--- src/rtl/serial_subtractor.sv ---
// Bit-serial unsigned subtractor: computes a - b one bit pair per cycle, LSB first,
// reporting diff (mod 2^WIDTH) and the final borrow after WIDTH shift cycles.
module serial_subtractor #(
  parameter int WIDTH = 8
) (
  input  logic             clk,
  input  logic             reset,
  input  logic             start,
  input  logic [WIDTH-1:0] a,
  input  logic [WIDTH-1:0] b,
  output logic             busy,
  output logic             done,
  output logic [WIDTH-1:0] diff,
  output logic             borrow,
  output logic [1:0]       dbg_state
);

  localparam int CW = $clog2(WIDTH + 1);
  localparam logic [CW-1:0] LAST_BIT = CW'(WIDTH - 1);

  localparam logic [1:0] S_IDLE  = 2'd0;
  localparam logic [1:0] S_SHIFT = 2'd1;
  localparam logic [1:0] S_DONE  = 2'd2;

  logic [1:0]       state;
  logic [WIDTH-1:0] a_sr;
  logic [WIDTH-1:0] b_sr;
  logic [WIDTH-1:0] res;
  logic             bflop;
  logic [CW-1:0]    cnt;
  logic             accept;
  logic             x;
  logic             y;
  logic             d;
  logic             bout;

  // start is a request qualified by the FSM: it is taken only in IDLE or DONE
  // (never while busy); done is a one-cycle pulse with diff/borrow valid and
  // held until the next accepted start.
  assign accept = start && ((state == S_IDLE) || (state == S_DONE));

  always_comb begin
    x    = a_sr[0];
    y    = b_sr[0];
    d    = x ^ y ^ bflop;
    bout = (~x & y) | (~(x ^ y) & bflop);
  end

  always_ff @(posedge clk) begin
    if (reset) begin
      state <= S_IDLE;
      a_sr  <= '0;
      b_sr  <= '0;
      res   <= '0;
      bflop <= 1'b0;
      cnt   <= '0;
    end else if (accept) begin
      state <= S_SHIFT;
      a_sr  <= a;
      b_sr  <= b;
      bflop <= 1'b0;
      cnt   <= '0;
    end else if (state == S_SHIFT) begin
      // Result fills from the top so bit 0 lands in place after WIDTH shifts.
      res   <= {d, res[WIDTH-1:1]};
      bflop <= bout;
      a_sr  <= a_sr >> 1;
      b_sr  <= b_sr >> 1;
      cnt   <= cnt + CW'(1);
      if (cnt == LAST_BIT) begin
        state <= S_DONE;
      end
    end else if (state == S_DONE) begin
      state <= S_IDLE;
    end
  end

  assign busy      = (state == S_SHIFT);
  assign done      = (state == S_DONE);
  assign diff      = res;
  assign borrow    = bflop;
  assign dbg_state = state;

endmodule

--- config.mk ---
export PLATFORM = sky130hd
export DESIGN_NAME = serial_subtractor
export DESIGN_NICKNAME = d
export VERILOG_FILES = /design/src/rtl/serial_subtractor.sv
export SDC_FILE = /design/constraint.sdc
export NUM_CORES = 1
export LEC_CHECK = 0
export CORE_UTILIZATION = 45
export CTS_CLUSTER_DIAMETER = 100
export DETAILED_ROUTE_END_ITERATION = 7
export PLACE_DENSITY = 0.72
export SETUP_SLACK_MARGIN = 0.1
export SKIP_CTS_REPAIR_TIMING = 1
export SLEW_MARGIN = 20
export SYNTH_ARGS = -nofsm -noshare
export SYNTH_HDL_FRONTEND = slang
export SYNTH_SLANG_ARGS = --single-unit
export TNS_END_PERCENT = 1
--- constraint.sdc ---
create_clock -name clk -period 1.7 [get_ports clk]
set_input_delay 0.34 -clock clk [delete_from_list [all_inputs] [get_ports clk]]
set_output_delay 0.34 -clock clk [all_outputs]
set_load 0.01 [all_outputs]
# After elaboration in Yosys (flattened, before gate mapping)
# Cells that the tools add are included.
# totals
reg_bits	31
input_bits	19
output_inout_bits	13
elab_cells	39
# classes
add_sub_neg	1
n_eq_ne	5
muxes	8
bitwise_logic	8
n_reduce_logical	10
# op_table
cell	n
$mux 8	4
$mux 2	3
$reduce_and 2->1	3
$add 4x1->4 const B	1
$eq 4x3->1 const B	1
$reduce_bool 2->1	2
$ne 3x1->1 const B	1
$not 1->1	3
$reduce_bool 3->1	1
$and 1x1->1	2
$eq 2x1->1 const B	1
$eq 2x2->1 const B	1
$logic_not 2->1	1
$ne 2x1->1 const B	1
$reduce_or 2->1	1
$xor 1x1->1	2
$logic_and 1x1->1	1
$logic_or 1x1->1	1
$mux 1	1
$or 1x1->1	1

# Longest topological paths before layout
# depth
word_depth	5
mapped_depth	7
ltp_nobuf	5

# Least setup slack after synthesis
# OpenSTA, ideal clock, no wires.
# synth_path
path_kind	flip-flop to flip-flop
startpoint	register state[0] (netlist: dbg_state[0])
endpoint	register b_sr[2]
arrival_ns	1.357
setup_slack_ns	0.264
stages_incl_launch_ff	7
n_path_buf	1
cell_sequence	dfxtp_1 > inv_1 > ha_1 > o21ai_4 > buf_6 > nor2_1 > a211oi_2
# synth_via
elab_chain_len	4
# synth_lines
element	line	source
from (decl)	25	logic [1:0] state;
from (signal assigned)	51	state <= S_IDLE;
from (signal assigned)	58	state <= S_SHIFT;
from (signal assigned)	71	state <= S_DONE;
$eq 2x2->1 *	-	
named net done	12	output logic done,
$logic_or 1x1->1 *	40	assign accept = start && ((state == S_IDLE) || (state == S_DONE));
$logic_and 1x1->1 *	40	
$mux 8 or $reduce_bool 2->1 (tied branches)	-	
to (signal assigned)	68	b_sr <= b_sr >> 1;
to (decl)	27	logic [WIDTH-1:0] b_sr;
# Mark *: on every way through the listed nets, which the timed path passes. The rest lies on a longest branch.
# A chain may end at the register's enable or synchronous reset.

# Worst setup path after layout
# layout_path
startpoint	register state[0] (netlist: dbg_state[0])
endpoint	output port dbg_state[0]
# layout_lines
element	line	source
to (decl)	15	output logic [1:0] dbg_state
# No word-level cell between the ends.

==> flow_summary.json <==
{
  "hp-class": "reg2reg",
  "synthCells": 137,
  "syn-num-nets": 161,
  "final_core_util_pct": 61.7,
  "drt_pass1_iterations": 4,
  "slew_viol_final": 0,
  "yosys-top-cells-area": "dfxtp_1, mux2i_1, a211oi_2, nor2_1, buf_6",
  "grt_pass1_vias": 1104,
  "hpwlAfterDp_um": 1960,
  "drtAntennaViolNets": 0,
  "timing.final.crit_share_pct": 94.3,
  "synth_compound_area_share_pct": 17.1,
  "synthDistinctLibCells": 26,
  "routed_via_density": 4.98,
  "fin_cells": 214,
  "finalHoldViolCount": 0,
  "rrSetupSlack_ps": 100,
  "worstSetupStartpointType": "flip-flop",
  "routed_wl_um": 2760,
  "cts_sinks": 31,
  "cts_root_buffer": "clkbuf_4",
  "wl_per_cell_um": 12.9,
  "die_w_um": 59.0,
  "synth_seq_cells": 31,
  "endpoint_kind": "output pin",
  "outcome": "completed",
  "rows": 20,
  "cts-buffers-inserted": 5,
  "die_h_um": 59.0,
  "synth_edf_count": 0,
  "gp_congestion": 0.783,
  "clock_latency_ps": 330,
  "clock_path_buffers": 2,
  "path_class": "reg2out",
  "io_pins": 32,
  "synth_top_cell_by_area": "dfxtp_1",
  "critPathMaxStageDelay_ps": 560,
  "port_buffers": 31,
  "power.density_mw_per_mm2": 919,
  "synth_fa_ha_area_share_pct": 4.80,
  "start_util_pct": 47.4,
  "critPathBufInv": 1,
  "mappedNetlistArea_mm2": 0.00146,
  "cap_violations": 0,
  "rsz0062_at_grt": "true",
  "tightest_slew_ps": 371,
  "drc": 0,
  "antenna_found_initial": 0,
  "layout-drive-gt1-share_pct": 18.2,
  "track_usage_pct": 18.2,
  "layout.cells.most_common": "dfxtp_1",
  "synth_top_flop_cell": "dfxtp_1",
  "syn_area_per_cell_um2": 10.7,
  "cellLeakagePower_nw": 0.703,
  "crit_chain": "clkdlybuf4s50_1",
  "yosysSeqAreaShare_pct": 42.5,
  "htreeDepth": 2,
  "antenna_cells": 0,
  "critPathSlowestCell": "clkdlybuf4s50_1",
  "cp_top_family": "buffers and inverters",
  "final_cell_mix": "dfxtp_1, clkdlybuf4s50_1, nor2_1",
  "critPathMaxFanout": 3,
  "cts_tree": "built",
  "power_mw": 1.74,
  "slew_headroom_pct": 75.2,
  "core-area_mm2": 0.00308,
  "required_ps": 1360,
  "overflow": 0,
  "clock_skew_ps": 4.91,
  "synthXorXnorAreaFrac_pct": 1.80,
  "fmax_mhz": 624,
  "nets": 193,
  "cts.clk_slew.worst_paths_ps": 100,
  "grt_max_degree": 35,
  "vias": 1065,
  "period_needed_ps": 1600,
  "peakVddDrop_v": 0.000546,
  "yosysWarnings": 0,
  "setup_viol": 0,
  "yosys.area_share.simple_pct": 10.9,
  "fillers": 253,
  "synth_top_area_share_pct": 42.5,
  "die-area_mm2": 0.00348,
  "worstPathArrival_ps": 1260,
  "dp.cells": 206,
  "async_flop_share_pct": 0,
  "grt_first_pass_wirelength_um": 4640,
  "synth_mux_area_share_pct": 15.8,
  "drtIter0Drc": 20,
  "synth_top_family_by_area": "compound AO/OA/AOI/OAI gates",
  "syn_to_final_growth_pct": 30.0
}
synth_stat cells, types with 2 or more instances:
library cell,n
inv_1,5
a211oi_2,14
nand3b_1,3
nand2_1,3
buf_2,2
xor2_1,2
a21oi_1,3
buf_4,2
mux2i_1,23
nor2_1,27
dfxtp_1,31
ha_1,4
buf_6,5
report_power, final:
group | total [mW] | switching [mW] | internal [mW]
Clock | 0.487 | 0.244 | 0.243
Sequential | 0.824 | 0.0372 | 0.786
Combinational | 0.433 | 0.208 | 0.224
Total | 1.74 | 0.489 | 1.25
final timing paths:
kind | startpoint | endpoint | cells after the start
worst max-delay path | dbg_state[0] | dbg_state[0] | 1
worst min-delay path | a_sr[7] | a_sr[7] | 2
worst max register to register | dbg_state[0] | a_sr[4] | 6
worst min register to register | a_sr[7] | a_sr[7] | 2
layout make-up:
cell class              instances  area (um2)  share of cell area [%]
repair buffers                 35         383                    20.2
inverters                       5        18.8                   0.989
flip-flops and latches         31         622                    32.8
multi-input cells              91         751                    39.6
clock buffers                   8        68.8                    3.63
well taps                      44        55.1                    2.90
cells by family (layout without fill, tap and decap cells):
logic type,Yosys count,count (layout)
buffers and inverters,15,48
and+or+nand+nor,36,36
muxes,23,23
xor gates and xnor gates,3,3
AOI/OAI and AO/OA,24,24
DFF,31,31
adders and majority gates,5,5
registers in the layout, summed over array words and instances, names as in the netlist:
name	cells
cnt	4
dbg_state	2
a_sr	8
borrow	1
b_sr	8
diff	8
stage by stage:
step / setup TNS (ps) / cell area (um2) / hold WS [ps] / setup slack, ps
final: 0 / 1900 / 490 / 96.6
after global placement: 0 / 1810 / 471 / 147
after floorplan: 0 / 1460 / 460 / 264
after global routing: 0 / 1900 / 538 / 13.3
after CTS: -451 / 1880 / 488 / -277
after detailed placement: 0 / 1810 / 472 / 65.2
per-layer routing:
layer / share of wire, % / wire (um) / vias to the layer above / GRT usage, %
li1: - / - / 536 / -
met1: 43 / 1190 / 490 / 19.9
met2: 50 / 1370 / 31 / 32.0
met3: 5.2 / 144 / 8 / 5.27
met4: 2.0 / 56 / 0 / 9.18
met5: 0 / 0 / - / 0
(Power assumes the default switching activity.)
